--- src/rtl/wb_gpio_led.sv ---
// wb_gpio_led: Wishbone classic slave for the general-purpose pads and user LEDs.
//
// Registers output data and output enables for the top-level tristate buffers,
// synchronises pad inputs into the wb_clk_i domain and, when WB_GPIO_IRQ_EN is
// defined, latches rising pad edges into a maskable level interrupt.
//
// Configuration macro: WB_GPIO_IRQ_EN (undefined: no EDGE/MASK, irq_o tied 0).
//
// Register map (word offset = wb_adr_i[4:2]):
//   0 OUT  RW   pad output data
//   1 OE   RW   pad output enable, 1 = drive
//   2 IN   RO   synchronised pad value
//   3 LED  RW   LED register
//   4 EDGE W1C  rising-edge flags        (WB_GPIO_IRQ_EN only)
//   5 MASK RW   interrupt enable per pad (WB_GPIO_IRQ_EN only)
//   6,7        unmapped, read 0, writes ignored but acked
//
// Ports:
//   wb_clk_i, wb_rst_n_i          clock, async active-low reset
//   wb_adr_i/dat_i/sel_i/we_i     Wishbone request
//   wb_cyc_i, wb_stb_i            Wishbone cycle / strobe
//   wb_dat_o, wb_ack_o            registered read data / acknowledge
//   gpio_i                        pad input (asynchronous)
//   gpio_o, gpio_oe_o             pad output data / enable
//   led_o                         LED drive
//   irq_o                         registered level interrupt

module wb_gpio_led #(
    parameter int unsigned GPIO_WIDTH     = 8,
    parameter int unsigned LED_WIDTH      = 3,
    parameter bit          LED_ACTIVE_LOW = 1'b0
) (
    input  logic                  wb_clk_i,
    input  logic                  wb_rst_n_i,
    input  logic [31:0]           wb_adr_i,
    input  logic [31:0]           wb_dat_i,
    input  logic [3:0]            wb_sel_i,
    input  logic                  wb_we_i,
    input  logic                  wb_cyc_i,
    input  logic                  wb_stb_i,
    output logic [31:0]           wb_dat_o,
    output logic                  wb_ack_o,
    input  logic [GPIO_WIDTH-1:0] gpio_i,
    output logic [GPIO_WIDTH-1:0] gpio_o,
    output logic [GPIO_WIDTH-1:0] gpio_oe_o,
    output logic [LED_WIDTH-1:0]  led_o,
    output logic                  irq_o
);

    localparam int unsigned DATA_W = 32;

    localparam logic [2:0] ADR_OUT  = 3'd0;
    localparam logic [2:0] ADR_OE   = 3'd1;
    localparam logic [2:0] ADR_IN   = 3'd2;
    localparam logic [2:0] ADR_LED  = 3'd3;
`ifdef WB_GPIO_IRQ_EN
    localparam logic [2:0] ADR_EDGE = 3'd4;
    localparam logic [2:0] ADR_MASK = 3'd5;
`endif

    // Register state
    logic [GPIO_WIDTH-1:0] out_q,  out_d;
    logic [GPIO_WIDTH-1:0] oe_q,   oe_d;
    logic [LED_WIDTH-1:0]  led_q,  led_d;
    logic [GPIO_WIDTH-1:0] s1_q,   s1_d;
    logic [GPIO_WIDTH-1:0] s2_q,   s2_d;
    logic                  ack_q,  ack_d;
    logic [DATA_W-1:0]     dat_q,  dat_d;
`ifdef WB_GPIO_IRQ_EN
    logic [GPIO_WIDTH-1:0] prev_q, prev_d;
    logic [GPIO_WIDTH-1:0] edge_q, edge_d;
    logic [GPIO_WIDTH-1:0] mask_q, mask_d;
    logic                  irq_q,  irq_d;
    logic [GPIO_WIDTH-1:0] rise_c;
    logic [GPIO_WIDTH-1:0] clr_c;
`endif

    logic       acc_c;
    logic       wr_c;
    logic [2:0] adr_c;
    logic       unused_c;

    // Only adr[4:2], sel[0] and the low data bits are meaningful
    assign unused_c = ^{wb_adr_i[31:5], wb_adr_i[1:0], wb_dat_i, wb_sel_i[3:1]};

    assign adr_c = wb_adr_i[4:2];
    // One-cycle ack; an access is only taken when ack is low, so ack never repeats
    assign acc_c = wb_cyc_i & wb_stb_i & ~ack_q;
    assign wr_c  = acc_c & wb_we_i & wb_sel_i[0];

    // Next-state logic
    always_comb begin
        out_d = out_q;
        oe_d  = oe_q;
        led_d = led_q;
        s1_d  = gpio_i;
        s2_d  = s1_q;
        ack_d = acc_c;
        dat_d = dat_q;
`ifdef WB_GPIO_IRQ_EN
        prev_d = s2_q;
        mask_d = mask_q;
        rise_c = s2_q & ~prev_q;
        clr_c  = '0;
        irq_d  = |(edge_q & mask_q);
`endif

        // Read data is captured on the ack edge and held otherwise
        if (acc_c) begin
            case (adr_c)
                ADR_OUT:  dat_d = DATA_W'(out_q);
                ADR_OE:   dat_d = DATA_W'(oe_q);
                ADR_IN:   dat_d = DATA_W'(s2_q);
                ADR_LED:  dat_d = DATA_W'(led_q);
`ifdef WB_GPIO_IRQ_EN
                ADR_EDGE: dat_d = DATA_W'(edge_q);
                ADR_MASK: dat_d = DATA_W'(mask_q);
`endif
                default:  dat_d = '0;
            endcase
        end

        if (wr_c) begin
            case (adr_c)
                ADR_OUT:  out_d = wb_dat_i[GPIO_WIDTH-1:0];
                ADR_OE:   oe_d  = wb_dat_i[GPIO_WIDTH-1:0];
                ADR_LED:  led_d = wb_dat_i[LED_WIDTH-1:0];
`ifdef WB_GPIO_IRQ_EN
                ADR_EDGE: clr_c  = wb_dat_i[GPIO_WIDTH-1:0];
                ADR_MASK: mask_d = wb_dat_i[GPIO_WIDTH-1:0];
`endif
                default:  ;
            endcase
        end

`ifdef WB_GPIO_IRQ_EN
        // A new rising edge overrides a simultaneous W1C of the same bit
        edge_d = (edge_q & ~clr_c) | rise_c;
`endif
    end

    // State registers
    always_ff @(posedge wb_clk_i or negedge wb_rst_n_i) begin
        if (!wb_rst_n_i) begin
            out_q  <= '0;
            oe_q   <= '0;
            led_q  <= '0;
            s1_q   <= '0;
            s2_q   <= '0;
            ack_q  <= 1'b0;
            dat_q  <= '0;
`ifdef WB_GPIO_IRQ_EN
            prev_q <= '0;
            edge_q <= '0;
            mask_q <= '0;
            irq_q  <= 1'b0;
`endif
        end else begin
            out_q  <= out_d;
            oe_q   <= oe_d;
            led_q  <= led_d;
            s1_q   <= s1_d;
            s2_q   <= s2_d;
            ack_q  <= ack_d;
            dat_q  <= dat_d;
`ifdef WB_GPIO_IRQ_EN
            prev_q <= prev_d;
            edge_q <= edge_d;
            mask_q <= mask_d;
            irq_q  <= irq_d;
`endif
        end
    end

    // Outputs
    assign wb_dat_o  = dat_q;
    assign wb_ack_o  = ack_q;
    assign gpio_o    = out_q;
    assign gpio_oe_o = oe_q;
    assign led_o     = led_q ^ {LED_WIDTH{LED_ACTIVE_LOW}};
`ifdef WB_GPIO_IRQ_EN
    assign irq_o     = irq_q;
`else
    assign irq_o     = 1'b0;
`endif

endmodule

--- config.mk ---
export PLATFORM = sky130hd
export DESIGN_NAME = wb_gpio_led
export DESIGN_NICKNAME = d
export VERILOG_FILES = /design/src/rtl/wb_gpio_led.sv
export SDC_FILE = /design/constraint.sdc
export NUM_CORES = 1
export LEC_CHECK = 0
export CAP_MARGIN = 20
export CORE_ASPECT_RATIO = 0.5
export CORE_MARGIN = 2
export CORE_UTILIZATION = 35
export CTS_CLUSTER_DIAMETER = 100
export CTS_CLUSTER_SIZE = 16
export DETAILED_ROUTE_END_ITERATION = 8
export PLACE_DENSITY = 0.83
export SYNTH_ARGS = -nofsm -noshare
export SYNTH_HDL_FRONTEND = slang
export SYNTH_SLANG_ARGS = --single-unit
--- constraint.sdc ---
create_clock -name wb_clk_i -period 5.03 [get_ports wb_clk_i]
set_clock_uncertainty 0.2 [all_clocks]
set_input_delay 1.006 -clock wb_clk_i [delete_from_list [all_inputs] [get_ports wb_clk_i]]
set_output_delay 1.006 -clock wb_clk_i [all_outputs]
set_load 0.01 [all_outputs]
==> qor.yml <==
synth.avg_cell_area_um2: 15.54
globalRouteTotalUtil_pct: 13.22
dpl_worst_slack_ns: 1.810
io_pins: 134
finalSetupViolCount: 0
fillCellCount: 451
hp-class: "reg -> reg"
outcome: "complete, no violations"
startpoint_type: "primary input"
grt_pass1_vias: 1153
cts_htree_levels: 2
clk_pin_slew_ns: 0.07
rsz0062_at_grt: "no"
wl_per_cell_um: 14.99
synth.ff_latch_count: 44
path_cells: "clkdlybuf4s50_1 -> nor2b_4 -> and4_4 -> mux2_4"
rows: 18
cts_tree: "done"
synthArstFlopShare_pct: 100.0
cp_max_fo: 11
synth_enable_flop_cells: 0
crit_arrival_ns: 2.90
wirelength_mm: 3.703
grt_pass1_wl_mm: 6.023
dpl.hpwl_mm: 2.603
first_iter_violations: 41
synth_cell_types: 21
dieWidth_um: 108.5
start_util_pct: 37.56
dr_total_vias: 1099
die_h_um: 56.26
hold_ws_ns: 0.1507
num_antenna_cells: 0
fin_crit_ns: 2.932
drv_cap: 0
syn_inst: 123
worst_pin_slew_ns: 0.9426
layout-drive-gt1-share_pct: 23.16
slew_violations: 0
hold_buffers: 0
critical_path.top_delay_family: "buffers and inverters"
cp.buffers_inverters: 1
cts_num_sinks: 44
timing.fmax_ghz: 0.3411
most-common-layout-cells: "clkdlybuf4s50_1 (51), dfrtp_1 (44), conb_1 (25)"
io_buffers: 52
cts_buffer_depth: 2
p_leak_nw: 1.110
antenna_found_initial: 0
p_per_area_nw_per_um2: 309.5
clockRootBuffer: "clkbuf_8"
clk_latency_ns: 0.29
ys.flop_type: "dfrtp_1"
register_area_um2: 1101
endpoint_kind: "register"
finalHoldViolations: 0
syn-cell-area_um2: 1912
critPathSlowestCell: "clkdlybuf4s50_1"
fin_ws_ns: 2.098
cpPeakStageDelay_ns: 0.83
peakVddDrop_v: 0.0001117
drtPass1Iterations: 4
setup_tns_ns: 0
final_common_cell: "clkdlybuf4s50_1"
postCtsSetupRepairBufs: 0
slew_headroom_pct: 37.16
multi_input_area_um2: 665.6
coreArea_um2: 5090
post-route-drc-count: 0
grt_max_degree: 45
die_area_um2: 6105
overflow: 0
ys_seq_area_share_pct: 57.59
areaGrowthSynthToFinish_pct: 28.21
ys.warnings.count: 0
globalplace.congestion: 0.7162
min_period_over_period_pct: 58.29
viasPerCell: 4.449
cts_resized: 0
final_nets: 258
crit_type: "in -> reg"
cts-buffers-inserted: 5
ant_nets: 0
worstPathRequired_ns: 5.00
## layer usage
layer / wire length [um] / GRT usage, % / share of wire [%] / vias to the layer above
li1: - / - / - / 497
met3: 235 / 3.600 / 6.3 / 7
met2: 1881 / 22.05 / 51 / 47
met5: 0 / 0 / 0 / -
met4: 66 / 6.044 / 1.8 / 0
met1: 1521 / 16.04 / 41 / 548
## worst paths after layout
check                             from           end  slack, ns  cells past startpoint
setup reg to reg              wb_ack_o  gpio_oe_o[5]       2.97                      3
hold reg to reg                s1_q[6]       s2_q[6]       0.15                      0
min in group asynchronous   wb_rst_n_i  gpio_oe_o[0]       0.66                      1
setup / recovery           wb_adr_i[2]  gpio_oe_o[5]       2.10                      4
hold / removal                 s1_q[6]       s2_q[6]       0.15                      0
max in group asynchronous   wb_rst_n_i  gpio_oe_o[1]       3.39                      1
## where the power goes
group          leakage (nW)  switching [mW]  internal, mW
sequential            0.563          0.0201         0.384
combinational         0.506          0.0600        0.0898
clock                0.0410           0.110        0.0945
## synthesized netlist by cell type, types with 3 or more instances
cell type,instances,area (um^2)
mux2_4,8,120.1
mux2_2,11,123.9
mux2i_1,5,50.05
buf_4,26,195.2
mux4_2,3,67.56
o2bb2ai_1,5,43.79
a22o_2,8,80.08
dfrtp_1,44,1101
## final cells by class
class	instances	share of cell area (%)
clock buffers	6	2.961
clock inverters	1	0.2042
inverters	1	0.1531
multi-input cells	73	27.16
flip-flops and latches	44	44.92
well taps	70	3.573
repair buffers	52	21.03
## kinds of logic (layout without fill, tap and decap cells)
family | Yosys count | in the layout | synth area share (%)
other cells | 1 | 25 | 0.1961
simple gates | 8 | 8 | 4.516
flops | 44 | 44 | 57.59
mux | 27 | 27 | 18.91
compound gates | 13 | 13 | 6.479
buf+inv | 30 | 60 | 12.30
## flip-flops by register name, summed over array words and instances (netlist names)
name	count
gpio_o	8
gpio_oe_o	8
s1_q	8
s2_q	8
wb_dat_o	8
led_o	3
wb_ack_o	1
## per-stage QoR
stage	total power, mW	area [um^2]	utilization [%]	std cells
final	0.7585	2451	48.16	247
after global routing	0.7940	2451	48.16	247
after CTS	0.7671	2451	48.16	247
after detailed placement	0.5622	2374	46.63	240
after global placement	0.5572	2374	46.63	240
after floorplan	0.4882	2002	-	147
No activity file was read; power rests on OpenSTA's default activity.
